==> config.mk <==
export PLATFORM = sky130hd
export DESIGN_NAME = lfp_mul_serial
export DESIGN_NICKNAME = d
export VERILOG_FILES = /design/src/rtl/lfp_pkg.sv /design/src/rtl/lfp_mitchell_core.sv /design/src/rtl/lfp_mul_serial.sv
export SDC_FILE = /design/constraint.sdc
export NUM_CORES = 1
export LEC_CHECK = 0
export BUFFER_PORTS_ARGS = -buffer_cell sky130_fd_sc_hd__buf_2
export CORE_ASPECT_RATIO = 1.5
export CORE_MARGIN = 1.5
export CORE_UTILIZATION = 40
export DETAILED_ROUTE_END_ITERATION = 10
export PLACE_DENSITY = 0.6
export SLEW_MARGIN = 20
export SYNTH_ARGS = -nofsm -noshare
export SYNTH_HDL_FRONTEND = slang
export SYNTH_SLANG_ARGS = --single-unit
==> constraint.sdc <==
create_clock -name clk -period 5.4 [get_ports clk]
set_input_delay 0.27 -clock clk [delete_from_list [all_inputs] [get_ports clk]]
set_output_delay 0.27 -clock clk [all_outputs]
set_load 0.005 [all_outputs]
==> src/rtl/lfp_pkg.sv <==
// Shared types and helpers for the serial logarithmic (Mitchell) floating-point multiplier.
package lfp_pkg;

  typedef enum logic [1:0] {
    LOAD = 2'd0,
    CALC = 2'd1,
    SEND = 2'd2
  } lfp_state_e;

  typedef enum logic [1:0] {
    CLS_ZERO = 2'd0,
    CLS_NORM = 2'd1,
    CLS_INF  = 2'd2,
    CLS_NAN  = 2'd3
  } lfp_cls_e;

  localparam int FLAGS_W   = 4;
  localparam int FLAG_NAN  = 3;
  localparam int FLAG_INF  = 2;
  localparam int FLAG_OVF  = 1;
  localparam int FLAG_UNF  = 0;
  localparam int EXP_MAX_W = 16;

  // Subnormals (exp == 0) classify as zero so the datapath flushes them.
  function automatic lfp_cls_e lfp_classify(input int exp_w,
                                            input logic [EXP_MAX_W-1:0] exp_f,
                                            input logic man_nz);
    logic [EXP_MAX_W-1:0] ones;
    lfp_cls_e cls;
    ones = (EXP_MAX_W'(1) << exp_w) - EXP_MAX_W'(1);
    cls  = CLS_NORM;
    if (exp_f == '0)
      cls = CLS_ZERO;
    else if (exp_f == ones)
      cls = man_nz ? CLS_NAN : CLS_INF;
    return cls;
  endfunction

endpackage

==> src/rtl/lfp_mitchell_core.sv <==
// Combinational Mitchell-approximate multiply of two packed floating-point words,
// including special-value resolution and exponent saturation.
module lfp_mitchell_core
  import lfp_pkg::*;
#(
  parameter int EXP_W = 5,
  parameter int MAN_W = 10
) (
  input  logic [EXP_W+MAN_W:0] i_a,
  input  logic [EXP_W+MAN_W:0] i_b,
  output logic [EXP_W+MAN_W:0] o_res,
  output logic [FLAGS_W-1:0]   o_flags
);

  localparam int EW   = EXP_W + 2;
  localparam int BIAS = (1 << (EXP_W - 1)) - 1;
  localparam logic signed [EW-1:0] BIAS_S = EW'(BIAS);
  localparam logic signed [EW-1:0] EMAX_S = EW'((1 << EXP_W) - 1);
  localparam logic signed [EW-1:0] EZERO_S = '0;

  logic               w_sa, w_sb, w_s;
  logic [EXP_W-1:0]   w_ea, w_eb;
  logic [MAN_W-1:0]   w_ma, w_mb;
  logic [MAN_W:0]     w_msum;
  logic signed [EW-1:0] w_e;
  lfp_cls_e           w_ca, w_cb;
  logic               w_any_nan, w_any_inf, w_any_zero;
  logic [1:0]         w_sat;

  function automatic logic [EXP_W+MAN_W:0] pack_inf(input logic s);
    return {s, {EXP_W{1'b1}}, {MAN_W{1'b0}}};
  endfunction

  function automatic logic [EXP_W+MAN_W:0] pack_zero(input logic s);
    return {s, {(EXP_W+MAN_W){1'b0}}};
  endfunction

  // Returns {overflow, underflow} for the unbiased-sum exponent.
  function automatic logic [1:0] sat_exp(input logic signed [EW-1:0] e);
    return {e >= EMAX_S, e <= EZERO_S};
  endfunction

  assign {w_sa, w_ea, w_ma} = i_a;
  assign {w_sb, w_eb, w_mb} = i_b;
  assign w_s    = w_sa ^ w_sb;
  // Log-domain add: fraction carry bumps the exponent, fraction itself is kept as-is.
  assign w_msum = {1'b0, w_ma} + {1'b0, w_mb};
  assign w_e    = $signed({2'b00, w_ea}) + $signed({2'b00, w_eb}) - BIAS_S
                + $signed({{(EW-1){1'b0}}, w_msum[MAN_W]});
  assign w_sat  = sat_exp(w_e);

  assign w_ca = lfp_classify(EXP_W, EXP_MAX_W'(w_ea), |w_ma);
  assign w_cb = lfp_classify(EXP_W, EXP_MAX_W'(w_eb), |w_mb);
  assign w_any_nan  = (w_ca == CLS_NAN)  || (w_cb == CLS_NAN);
  assign w_any_inf  = (w_ca == CLS_INF)  || (w_cb == CLS_INF);
  assign w_any_zero = (w_ca == CLS_ZERO) || (w_cb == CLS_ZERO);

  always_comb begin
    o_res   = {w_s, w_e[EXP_W-1:0], w_msum[MAN_W-1:0]};
    o_flags = '0;
    if (w_any_nan || (w_any_inf && w_any_zero)) begin
      o_res             = {1'b0, {EXP_W{1'b1}}, 1'b1, {(MAN_W-1){1'b0}}};
      o_flags[FLAG_NAN] = 1'b1;
    end else if (w_any_inf) begin
      o_res             = pack_inf(w_s);
      o_flags[FLAG_INF] = 1'b1;
    end else if (w_any_zero) begin
      o_res             = pack_zero(w_s);
    end else if (w_sat[1]) begin
      o_res             = pack_inf(w_s);
      o_flags[FLAG_OVF] = 1'b1;
    end else if (w_sat[0]) begin
      o_res             = pack_zero(w_s);
      o_flags[FLAG_UNF] = 1'b1;
    end
  end

endmodule

==> src/rtl/lfp_mul_serial.sv <==
// Beat-serial Mitchell floating-point multiplier: LOAD operands, one CALC cycle,
// then SEND the registered product under a valid/ready handshake.
module lfp_mul_serial
  import lfp_pkg::*;
#(
  parameter int EXP_W = 5,
  parameter int MAN_W = 10,
  parameter int BUS_W = 8
) (
  input  logic               clk,
  input  logic               rst,
  input  logic               in_valid,
  output logic               in_ready,
  input  logic [BUS_W-1:0]   a_in,
  input  logic [BUS_W-1:0]   b_in,
  output logic               out_valid,
  input  logic               out_ready,
  output logic [BUS_W-1:0]   out_data,
  output logic [FLAGS_W-1:0] out_flags
);

  localparam int WORD_W = 1 + EXP_W + MAN_W;
  localparam int BEATS  = (WORD_W + BUS_W - 1) / BUS_W;
  localparam int PAD_W  = BEATS * BUS_W;
  localparam int CNT_W  = (BEATS > 1) ? $clog2(BEATS) : 1;
  localparam logic [CNT_W-1:0] LAST = CNT_W'(BEATS - 1);

  lfp_state_e          r_state, w_next;
  logic [CNT_W-1:0]    r_cnt, w_cnt_n;
  logic [PAD_W-1:0]    r_a_sh, r_b_sh;
  logic [WORD_W-1:0]   w_res_p0, r_res_p1;
  logic [FLAGS_W-1:0]  w_flags_p0, r_flags_p1;
  logic [PAD_W-1:0]    w_res_pad;
  logic                w_in_ready, w_out_valid, w_acc;
  logic                w_unused_pad;

  assign in_ready  = w_in_ready & ~rst;
  assign out_valid = w_out_valid & ~rst;
  assign w_acc     = in_valid & in_ready;

  always_ff @(posedge clk) begin
    if (rst) begin
      r_state <= LOAD;
      r_cnt   <= '0;
    end else begin
      r_state <= w_next;
      r_cnt   <= w_cnt_n;
    end
  end

  always_comb begin
    w_next      = r_state;
    w_cnt_n     = r_cnt;
    w_in_ready  = 1'b0;
    w_out_valid = 1'b0;
    case (r_state)
      LOAD: begin
        w_in_ready = 1'b1;
        if (in_valid) begin
          if (r_cnt == LAST) begin
            w_cnt_n = '0;
            w_next  = CALC;
          end else begin
            w_cnt_n = r_cnt + CNT_W'(1);
          end
        end
      end
      CALC: w_next = SEND;
      SEND: begin
        w_out_valid = 1'b1;
        if (out_ready) begin
          if (r_cnt == LAST) begin
            w_cnt_n = '0;
            w_next  = LOAD;
          end else begin
            w_cnt_n = r_cnt + CNT_W'(1);
          end
        end
      end
      default: begin
        w_next  = LOAD;
        w_cnt_n = '0;
      end
    endcase
  end

  // p0: operand assembly; beats enter at the top so beat 0 ends at bit 0.
  always_ff @(posedge clk) begin
    if (w_acc) begin
      r_a_sh <= PAD_W'({a_in, r_a_sh} >> BUS_W);
      r_b_sh <= PAD_W'({b_in, r_b_sh} >> BUS_W);
    end
  end

  lfp_mitchell_core #(
    .EXP_W (EXP_W),
    .MAN_W (MAN_W)
  ) u_core (
    .i_a     (r_a_sh[WORD_W-1:0]),
    .i_b     (r_b_sh[WORD_W-1:0]),
    .o_res   (w_res_p0),
    .o_flags (w_flags_p0)
  );

  // p1: result register, loaded once in CALC and held through SEND.
  always_ff @(posedge clk) begin
    if (r_state == CALC) begin
      r_res_p1   <= w_res_p0;
      r_flags_p1 <= w_flags_p0;
    end
  end

  assign w_res_pad    = PAD_W'(r_res_p1);
  assign w_unused_pad = ^{r_a_sh, r_b_sh};

  always_comb begin
    out_data  = '0;
    out_flags = '0;
    if (out_valid) begin
      out_data  = w_res_pad[int'(r_cnt)*BUS_W +: BUS_W];
      out_flags = r_flags_p1;
    end
  end

endmodule

==> out/qor.txt, run 1 <==
Status = finished, final reports clean
RSZ-0062 raised after global routing = no
Placed Cells = 387
Starting Density = 41.4%
# rows = 38
Post-layout nets = 333
Fillcell total = 666
Synth Cell Area = 3010 sq um
First-pass GRT wire length = 8.45 mm
Crit path max fanout = 10
DP Worst Slack = 1.35 ns
Initial antenna violation count = 0
Post-Route Skew = 0.00767 ns
Port Buffers = 33
Fmax = 0.246 GHz
Final Max Tran Viols = 0
R2R Path Start = r_a_sh[0]
Lkg Pwr = 1.30 nW
Core ar. = 7270 sq um
Hold Slack = 0.122 ns
Post-Layout Cell Count = 395
Post-DP HPWL = 4.30 mm
Worst hold path cell count = 1
Post-synth EDFFs = 52
Die X = 73.9 um
Worst reg-to-reg path cell count = 18
Most numerous cell in the Yosys netlist = edfxtp_1
Gr usage total = 14.0%
Design area = 3390 sq um
Area fraction of the dominant cell type after synthesis = 51.8%
Worst Setup Path Type = reg -> reg
Critical Path RT = 5.45 ns
Most frequent cells after synthesis = edfxtp_1, nor2_1, ha_1
CP Launch Type = flop
Worst skew pair latency = 0.31 ns
Synth Instances = 257
Share of cells above drive strength 1 = 17.6%
Seq cells post-synth = 55
Largest net degree at the start of global routing = 33
Via count = 2056
Setup TNS = 0 ns
Post-route DRC = 0
GR Overflow Total = 0
Max IR drop VDD = 173 uV
RR Endpoint = r_res_p1[2]
Pre-antenna DRT Iters = 4
Power Density = 272 nW/um^2
Vias in the first global route = 1866
Fraction of registers with async set/reset = 0%
Crit end category = flop
Avg Cell Area, Syn = 11.7 sq um
Syn_nets = 296
H-tree Lvls = 2
Top cells by area, synth = edfxtp_1, ha_1, nor2_1
Number of I/O pins = 34
Wire per inst = 13.7 um
Hold path start = b_in[0]
Initial DRC Count = 121
CTS tree = built
Hold/Removal Path Class = in -> reg
Ys Warns = 0
Ys flop type = edfxtp_1
Post-synthesis cell type count = 50
Post-CTS Hold Buffers = 0
Fin crit share = 75.1%
Sequential-to-total area share from yosys stat = 53.8%
Placed instance area = 3300 sq um
Hold Path End = r_b_sh[8]
MaxCap Viol Count = 0
FF-to-FF setup slack = 1.34 ns
PostCTS Resize Cnt = 0
Number of diodes = 0
Final WS setup = 1.34 ns
Die Height = 109 um
Clock transition at the registers of the reported paths = 0.10 ns
Crit path DAT = 4.11 ns
Area leader, netlist = edfxtp_1
Die area = 8070 sq um
Worst slew margin = 62.2%
Avg Vias per Cell = 5.21
Final ANT Viol Nets = 0
Post-Route WL = 5.42 mm
GPL Wtd Cong = 0.801
Area Overhead vs Synth = 12.6%
CTS max path bufs = 2
Minimum clock period = 4.06 ns
Final setup viols = 0
Slew at the pin with the worst max-slew slack = 0.566 ns
Postcts setup bufs = 0
CTS Buf Count = 5
Root Buffer = clkbuf_8
# clock sinks = 55
Fin. Hold Viols = 0
through the flow:
step                      total power, mW  util (%)
after floorplan                     0.651         -
after global placement              0.692      45.3
after detailed placement            0.695      45.3
after CTS                           0.928      46.6
after global routing                0.963      46.6
final                               0.921      46.6
cell type report:
| class | instances | area (sq um) | area share [%] |
|---|---|---|---|
| inverter | 11 | 41.3 | 1.22 |
| multi-input combinational | 186 | 1330 | 39.2 |
| tap | 100 | 125 | 3.69 |
| timing repair buffer | 35 | 180 | 5.31 |
| clock buffer | 5 | 68.8 | 2.03 |
| clock inverter | 3 | 26.3 | 0.774 |
| sequential | 55 | 1620 | 47.8 |
state kept, by name, indices dropped and copies added, names as in the netlist:
signal,flops
r_a_sh,16
r_b_sh,16
r_cnt,1
r_flags_p1,4
r_res_p1,16
r_state,2
how the worst max path moves through the flow:
stage          cells past startpoint          end       from  slack, ns
2_1_floorplan                     18  r_res_p1[9]  r_a_sh[0]       1.88
3_3_place_gp                      17  r_res_p1[9]  r_a_sh[0]       1.50
3_5_place_dp                      18  r_res_p1[9]  r_a_sh[0]       1.35
4_1_cts                           18  r_res_p1[2]  r_a_sh[0]       1.32
5_1_grt                           18  r_res_p1[2]  r_a_sh[0]       1.06
6_report                          18  r_res_p1[2]  r_a_sh[0]       1.34
where the power goes:
part | total, mW | internal, mW | switching, mW
Sequential | 0.508 | 0.493 | 0.0145
Clock | 0.236 | 0.0964 | 0.139
Combinational | 0.178 | 0.0770 | 0.101
Total | 0.921 | 0.667 | 0.255
routing by layer:
metal / track usage, % / routed length, um / up-vias
met5: 0 / 0 / -
met3: 2.75 / 186 / 13
met2: 26.6 / 2920 / 49
met1: 14.4 / 2170 / 951
met4: 6.35 / 140 / 0
li1: - / - / 1043
cell usage in the layout (no fill, tap or decap), types with 2 or more instances in the layout:
master / netlist / final
mux2i_1: 9 / 9
nor3_1: 12 / 12
nor2b_1: 6 / 6
o22ai_1: 3 / 3
o41ai_1: 2 / 2
clkbuf_8: 0 / 5
buf_2: 1 / 33
a211oi_1: 2 / 2
nand2b_1: 5 / 5
nand2_1: 10 / 10
nand3_1: 5 / 5
nor2_1: 28 / 28
fa_1: 2 / 2
o31ai_1: 2 / 2
and2_1: 10 / 10
and3_1: 7 / 7
xnor2_1: 7 / 7
nor4_1: 3 / 3
xor2_1: 5 / 5
o21ai_0: 7 / 7
buf_4: 0 / 2
a21o_1: 2 / 2
o21bai_1: 3 / 3
inv_1: 11 / 11
a21oi_1: 10 / 10
o2bb2ai_1: 3 / 3
or4_1: 5 / 5
edfxtp_1: 52 / 52
ha_1: 17 / 17
a32oi_1: 2 / 2
inv_6: 0 / 3
dfxtp_1: 3 / 3
cell families after synthesis:
kind of cell / Yosys count / synth area share [%]
and+or+nand+nor: 97 / 16.6
DFF: 55 / 53.8
AOI/OAI and AO/OA: 49 / 12.7
adders and majority gates: 19 / 8.39
buffers and inverters: 16 / 2.03
xor gates and xnor gates: 12 / 3.49
muxes: 9 / 2.99
worst max-delay path, stage by stage (launching register included):
cell	delay [ns]
edfxtp_1	0.41
ha_1	0.24
inv_1	0.07
fa_1	0.18
nor2b_1	0.06
o21ai_0	0.23
a21oi_1	0.12
o41ai_1	0.40
o21bai_1	0.10
a21oi_1	0.25
ha_1	0.23
inv_1	0.05
ha_1	0.32
nand2b_1	0.08
or4_1	0.41
o41ai_1	0.09
nor2_1	0.15
a22oi_4	0.29
nor4_1	0.11
(Power assumes the default switching activity.)
==> inputs of run 2 (changes only) <==
--- a/config.mk
+++ b/config.mk
@@ -10,7 +10,7 @@
 export CORE_MARGIN = 1.5
 export CORE_UTILIZATION = 40
 export DETAILED_ROUTE_END_ITERATION = 10
-export PLACE_DENSITY = 0.6
+export PLACE_DENSITY = 0.62
 export SLEW_MARGIN = 20
 export SYNTH_ARGS = -nofsm -noshare
 export SYNTH_HDL_FRONTEND = slang
==> constraint.sdc (replaced) <==
create_clock -name clk -period 3.59 [get_ports clk]
set_input_delay 0.1795 -clock clk [delete_from_list [all_inputs] [get_ports clk]]
set_output_delay 0.1795 -clock clk [all_outputs]
set_load 0.005 [all_outputs]
==> run 2 against run 1 <==
The run now ends with negative setup slack left. Cell count is 5.6% higher. Global-route usage increased by 1.3 points. Sequential power grew 50%. Routed wire length is 7.6% higher. Cell area grew 8.0%. Power up 60%. Critical path depth is the same. Die area did not move. Utilization is 3.7 points higher. Sequential share of layout area decreased by 3.5 points. Worst setup slack worse by 1.4 ns. Clock power is 53% higher. Critical path type unchanged. Critical endpoint unchanged.
==> out/qor.txt, run 2 (synthesis results as in run 1) <==
CTS max path bufs = 2 (unchanged)
Die X = 73.9 um (unchanged)
CP max stage cell = edfxtp_1 (unchanged)
GPL Wtd Cong = 0.821 (was 0.801)
Initial antenna violation count = 0 (unchanged)
Hold/Removal Path Class = in -> reg (unchanged)
Crit end category = flop (unchanged)
Post-Route Skew = 0.0153 ns (was 0.00767 ns)
MaxCap Viol Count = 0 (unchanged)
Critical Path RT = 3.64 ns (was 5.45 ns)
Area Overhead vs Synth = 21.6% (was 12.6%)
Final setup viols = 10 (was 0)
CTS Buf Count = 5 (unchanged)
Pre-antenna DRT Iters = 4 (unchanged)
Worst skew pair latency = 0.32 ns (was 0.31 ns)
Crit path DAT = 3.68 ns (was 4.11 ns)
Status = finished, violations left (was finished, final reports clean)
Final ANT Viol Nets = 0 (unchanged)
Vias in the first global route = 2073 (was 1866)
Crit path max fanout = 5 (was 10)
Clock transition at the registers of the reported paths = 0.10 ns (about the same)
Port Buffers = 33 (unchanged)
Starting Density = 41.4% (unchanged)
Post-route DRC = 0 (unchanged)
Post-layout nets = 355 (was 333)
Initial DRC Count = 102 (was 121)
Gr usage total = 15.3% (was 14.0%)
Fin crit share = 101% (was 75.1%)
# clock sinks = 55 (unchanged)
Wire per inst = 14.0 um (was 13.7 um)
Final Util = 50.4% (was 46.6%)
# rows = 38 (unchanged)
Max IR drop VDD = 228 uV (was 173 uV)
Most common cell after layout, fill and taps aside = edfxtp_1 (unchanged)
Lkg Pwr = 1.42 nW (was 1.30 nW)
Root Buffer = clkbuf_8 (unchanged)
CTS tree = built (unchanged)
Die Height = 109 um (unchanged)
Power Density = 402 nW/um^2 (was 272 nW/um^2)
Number of diodes = 0 (unchanged)
Post-Route WL = 5.83 mm (was 5.42 mm)
Slew at the pin with the worst max-slew slack = 0.587 ns (was 0.566 ns)
Commonest non-fill, non-tap cells in the layout = edfxtp_1, buf_2, nor2_1, buf_4, ha_1 (was edfxtp_1, buf_2, nor2_1, ha_1, nor3_1)
Hold Slack = 0.0344 ns (was 0.122 ns)
Placed Cells = 401 (was 387)
Total power draw = 1.48 mW (was 0.921 mW)
Final WS setup = -0.0427 ns (was 1.34 ns)
Worst slew margin = 60.8% (was 62.2%)
Final Max Tran Viols = 0 (unchanged)
Core ar. = 7270 sq um (unchanged)
RSZ-0062 raised after global routing = yes (was no)
Post-DP HPWL = 4.31 mm (was 4.30 mm)
Top flop regs = r_a_sh (16), r_b_sh (16), r_res_p1 (16) (unchanged)
Share of cells above drive strength 1 = 29.3% (was 17.6%)
Avg Vias per Cell = 5.16 (was 5.21)
CP Launch Type = flop (unchanged)
Violated checks = negative setup slack
Via count = 2152 (was 2056)
GR Overflow Total = 0 (unchanged)
First-pass GRT wire length = 9.32 mm (was 8.45 mm)
Crit path cell chain = ha_2 -> inv_2 -> fa_2 -> nor2b_2 -> o21ai_2 -> a21oi_2 -> o41ai_2 -> o21bai_1 -> a21oi_2 -> ha_2 -> inv_2 -> ha_4 -> nand2b_4 -> or3_1 -> a211oi_2 -> nor2_4 -> a22oi_2 -> nor4_1 (was ha_1 -> inv_1 -> fa_1 -> nor2b_1 -> o21ai_0 -> a21oi_1 -> o41ai_1 -> o21bai_1 -> a21oi_1 -> ha_1 -> inv_1 -> ha_1 -> nand2b_1 -> or4_1 -> o41ai_1 -> nor2_1 -> a22oi_4 -> nor4_1)
Minimum clock period = 3.63 ns (was 4.06 ns)
Fin. Hold Viols = 0 (unchanged)
H-tree Lvls = 2 (unchanged)
Worst Setup Path Type = reg -> reg (unchanged)
Slowest stage delay, CP = 0.42 ns (was 0.41 ns)
Die area = 8070 sq um (unchanged)
Fmax = 0.275 GHz (was 0.246 GHz)
Post-Layout Cell Count = 417 (was 395)
Setup TNS = -0.243 ns (was 0 ns)
Number of I/O pins = 34 (unchanged)
Largest net degree at the start of global routing = 33 (unchanged)
-- run 2: cell types whose count changed in the layout (fill, tap and decap cells not counted), sizes merged --
cell / previous run / this run
buf: 35 / 56
a22oi: 1 / 2
-- run 2: worst paths after layout --
check / start / to / slack (ns) / depth (start not counted)
worst max-delay path: r_a_sh[0] / r_res_p1[2] / -0.04 / 18
worst min-delay path: b_in[1] / r_b_sh[9] / 0.03 / 1
worst max register to register: r_a_sh[0] / r_res_p1[2] / -0.04 / 18
worst min register to register: r_b_sh[15] / r_b_sh[7] / 0.48 / 0
-- run 2: worst max-delay path, delay by kind of cell, from the launching register on --
kind / cells / cell delay, ns
flip-flops: 1 / 0.42
buffers and inverters: 2 / 0.11
AO/OA/AOI/OAI: 7 / 1.32
adder cells (fa/ha/maj): 4 / 0.91
AND/OR/NAND/NOR: 5 / 0.61
-- run 2: area by class of cell --
cell class                      instances  area, sq um
Sequential cell                        55         1620
Clock inverter                          3         28.8
Inverter                               11         41.3
Fill cell                             659         3610
Tap cell                              100          125
Timing Repair Buffer                   56          338
Clock buffer                            5         68.8
Multi-Input combinational cell        187         1440
-- run 2: metal layers --
| metal | global-route usage, % | up-vias | share of wire (%) |
|---|---|---|---|
| li1 | - | 1088 | - |
| met3 | 3.21 | 15 | 3.2 |
| met2 | 28.4 | 60 | 54 |
| met4 | 7.41 | 0 | 2.7 |
| met5 | 0 | - | 0 |
| met1 | 16.0 | 989 | 40 |
-- run 2: stage by stage --
stage               instance area, sq um  setup WS, ns
floorplan                           3010        0.0674
global placement                    3400        -0.254
detailed placement                  3400        -0.386
CTS                                 3620      -0.00893
global route                        3660        -0.186
finish                              3660       -0.0427
-- run 2: power by group --
group | total (mW) | internal [mW] | switching (mW)
clock | 0.362 | 0.148 | 0.214
sequential | 0.764 | 0.742 | 0.0216
combinational | 0.350 | 0.168 | 0.182
total | 1.48 | 1.06 | 0.418
-- run 2: timing repair --
action	4_1_cts	5_1_grt
endpoints found under the setup margin	17	16
pin swaps	6	4
hold buffers	0	0
setup buffers	4	3
gates resized for setup	20	3
cloned	1	0
==> inputs of run 3 (changes only) <==
--- a/config.mk
+++ b/config.mk
@@ -10,7 +10,7 @@
 export CORE_MARGIN = 1.5
 export CORE_UTILIZATION = 40
 export DETAILED_ROUTE_END_ITERATION = 10
-export PLACE_DENSITY = 0.62
+export PLACE_DENSITY_LB_ADDON = 0.25
 export SLEW_MARGIN = 20
 export SYNTH_ARGS = -nofsm -noshare
 export SYNTH_HDL_FRONTEND = slang
==> run 3 against run 2 <==
The run still ends with negative setup slack left. Via count barely moved. Die area unchanged. Sequential cell count unchanged. Combinational power increased by 4%. Utilization grew 0.84 points. Cell area increased by 1.7%. Maximum frequency shrank 4.5%. Count of clock-buffer cells in the layout is the same. Critical path type unchanged. Largest cell class unchanged. Highest routed layer unchanged.
==> out/qor.txt, run 3 (synthesis results as in run 1) <==
Top delay family on crit path = compound AO/OA/AOI/OAI gates (unchanged)
Hold/Removal Path Class = in -> reg (unchanged)
Most common cell after layout, fill and taps aside = edfxtp_1 (unchanged)
Crit path DAT = 3.86 ns (was 3.68 ns)
Avg Vias per Cell = 5.12 (was 5.16)
FF-to-FF setup slack = -0.22 ns (was -0.04 ns)
R2R Path Start = r_b_sh[0] (was r_a_sh[0])
Post-route DRC = 0 (unchanged)
Port Buffers = 33 (unchanged)
Worst skew pair latency = 0.31 ns (was 0.32 ns)
Violated checks = negative setup slack (unchanged)
Initial DRC Count = 129 (was 102)
# clock sinks = 55 (unchanged)
Die Height = 109 um (unchanged)
Commonest non-fill, non-tap cells in the layout = edfxtp_1, buf_2, nor2_1, buf_4, ha_1 (unchanged)
CTS Buf Count = 5 (unchanged)
Root Buffer = clkbuf_8 (unchanged)
Crit path cell chain = ha_2 -> inv_2 -> fa_2 -> nor2b_2 -> o21ai_2 -> a21oi_2 -> o41ai_2 -> o21bai_1 -> a21oi_2 -> ha_2 -> inv_2 -> ha_4 -> nand2b_4 -> or3_4 -> a211oi_4 -> nor2_4 -> a22oi_2 -> buf_4 -> nor3_1 (was ha_2 -> inv_2 -> fa_2 -> nor2b_2 -> o21ai_2 -> a21oi_2 -> o41ai_2 -> o21bai_1 -> a21oi_2 -> ha_2 -> inv_2 -> ha_4 -> nand2b_4 -> or3_1 -> a211oi_2 -> nor2_4 -> a22oi_2 -> nor4_1)
Clock transition at the registers of the reported paths = 0.11 ns (was 0.10 ns)
Crit path max fanout = 4 (was 5)
Crit end category = flop (unchanged)
Hold Path End = r_a_sh[9] (was r_b_sh[9])
Power Density = 399 nW/um^2 (was 402 nW/um^2)
Final Max Tran Viols = 0 (unchanged)
# rows = 38 (unchanged)
DP Worst Slack = -0.377 ns (was -0.386 ns)
H-tree Lvls = 2 (unchanged)
Gr usage total = 15.2% (was 15.3%)
Initial antenna violation count = 0 (unchanged)
Top flop regs = r_a_sh (16), r_b_sh (16), r_res_p1 (16) (unchanged)
CP max stage cell = edfxtp_1 (unchanged)
Post-CTS Hold Buffers = 0 (unchanged)
Pre-antenna DRT Iters = 6 (was 4)
Wire per inst = 13.8 um (was 14.0 um)
Placed Cells = 401 (unchanged)
Fin. Hold Viols = 0 (unchanged)
Post-Route Skew = 0.0117 ns (was 0.0153 ns)
Number of I/O pins = 34 (unchanged)
Lkg Pwr = 1.45 nW (was 1.42 nW)
RSZ-0062 raised after global routing = yes (unchanged)
Post-DP HPWL = 4.26 mm (was 4.31 mm)
Critical Path RT = 3.64 ns (about the same)
Design area = 3730 sq um (was 3660 sq um)
Fin crit share = 106% (was 101%)
Hold path start = a_in[1] (was b_in[1])
Number of diodes = 0 (unchanged)
Core ar. = 7270 sq um (unchanged)
Largest net degree at the start of global routing = 33 (unchanged)
Placed instance area = 3400 sq um (unchanged)
GPL Wtd Cong = 0.813 (was 0.821)
CTS tree = built (unchanged)
Final WS setup = -0.216 ns (was -0.0427 ns)
Post-Layout Cell Count = 420 (was 417)
Worst slew margin = 58.9% (was 60.8%)
First-pass GRT wire length = 9.36 mm (was 9.32 mm)
Post-Route WL = 5.81 mm (was 5.83 mm)
Via count = 2150 (was 2152)
Fmax = 0.263 GHz (was 0.275 GHz)
Die X = 73.9 um (unchanged)
Minimum clock period = 3.81 ns (was 3.63 ns)
Status = finished, violations left (unchanged)
Worst Setup Path Type = reg -> reg (unchanged)
Final ANT Viol Nets = 0 (unchanged)
CP Launch Type = flop (unchanged)
Starting Density = 41.4% (unchanged)
Slew at the pin with the worst max-slew slack = 0.612 ns (was 0.587 ns)
Total power draw = 1.49 mW (was 1.48 mW)
GR Overflow Total = 0 (unchanged)
Worst reg-to-reg path cell count = 19 (was 18)
Final setup viols = 16 (was 10)
MaxCap Viol Count = 0 (unchanged)
Max IR drop VDD = 321 uV (was 228 uV)
RR Endpoint = r_res_p1[1] (was r_res_p1[2])
Vias in the first global route = 2150 (was 2073)
Die area = 8070 sq um (unchanged)
Fillcell total = 654 (was 659)
Crit path buf inv count = 3 (was 2)
Worst hold path cell count = 1 (unchanged)
Slowest stage delay, CP = 0.42 ns (about the same)
Share of cells above drive strength 1 = 31.9% (was 29.3%)
CTS max path bufs = 2 (unchanged)
Post-layout nets = 358 (was 355)
Area Overhead vs Synth = 23.7% (was 21.6%)
-- run 3: area by class of cell --
| type | instances | area (sq um) | share of cell area, % |
|---|---|---|---|
| clock inverters | 3 | 31.3 | 0.839 |
| inverters | 11 | 41.3 | 1.11 |
| repair buffers | 59 | 360 | 9.67 |
| flip-flops and latches | 55 | 1620 | 43.5 |
| well taps | 100 | 125 | 3.36 |
| clock buffers | 5 | 68.8 | 1.85 |
| multi-input cells | 187 | 1480 | 39.7 |
-- run 3: worst max-delay path by stage --
stage | start | endpoint | slack (ns) | cells past startpoint
after floorplan | r_a_sh[0] | r_res_p1[9] | 0.07 | 18
after global placement | r_b_sh[0] | r_res_p1[9] | -0.27 | 17
after detailed placement | r_b_sh[0] | r_res_p1[9] | -0.38 | 18
after CTS | r_b_sh[0] | r_res_p1[0] | -0.02 | 18
after global routing | r_b_sh[0] | r_res_p1[1] | -0.37 | 19
final | r_b_sh[0] | r_res_p1[1] | -0.22 | 19
-- run 3: per-stage QoR --
step           utilization [%]  hold slack, ns  TNS (ns)
2_1_floorplan                -           0.252         0
3_3_place_gp              46.8           0.356     -3.51
3_5_place_dp              46.8           0.358     -5.32
4_1_cts                   50.3          0.0268   -0.0798
5_1_grt                   51.2          0.0157     -5.60
6_report                  51.2          0.0327     -2.79
-- run 3: worst register-to-register path, stage by stage (launching register included) --
cell and delay (ns):
edfxtp_1 0.42, ha_2 0.22, inv_2 0.06, fa_2 0.22, nor2b_2 0.06, o21ai_2 0.15
a21oi_2 0.09, o41ai_2 0.33, o21bai_1 0.15, a21oi_2 0.18, ha_2 0.20, inv_2 0.05
ha_4 0.29, nand2b_4 0.06, or3_4 0.34, a211oi_4 0.28, nor2_4 0.08, a22oi_2 0.18
buf_4 0.15, nor3_1 0.05
-- run 3: power breakdown --
part,internal [mW],total (mW),switching [mW],leakage (nW)
Combinational,0.175,0.363,0.188,0.893
Clock,0.148,0.361,0.212,0.0522
Sequential,0.742,0.763,0.0213,0.505
Total,1.07,1.49,0.421,1.45
-- run 3: repair_timing --
item | in CTS | in global routing
setup endpoints to repair | 17 | 16
gates resized for setup | 23 | 7
cloned | 1 | 0
setup buffers | 5 | 5
pin swaps | 7 | 15
-- run 3: per-layer routing --
layer  part of all wire [%]  routed length (um)  track usage [%]
met5                      0                   0                0
met3                    3.5                 206             2.47
met2                     54                3150             30.0
met1                     40                2350             15.5
met4                    1.8                 107             5.29
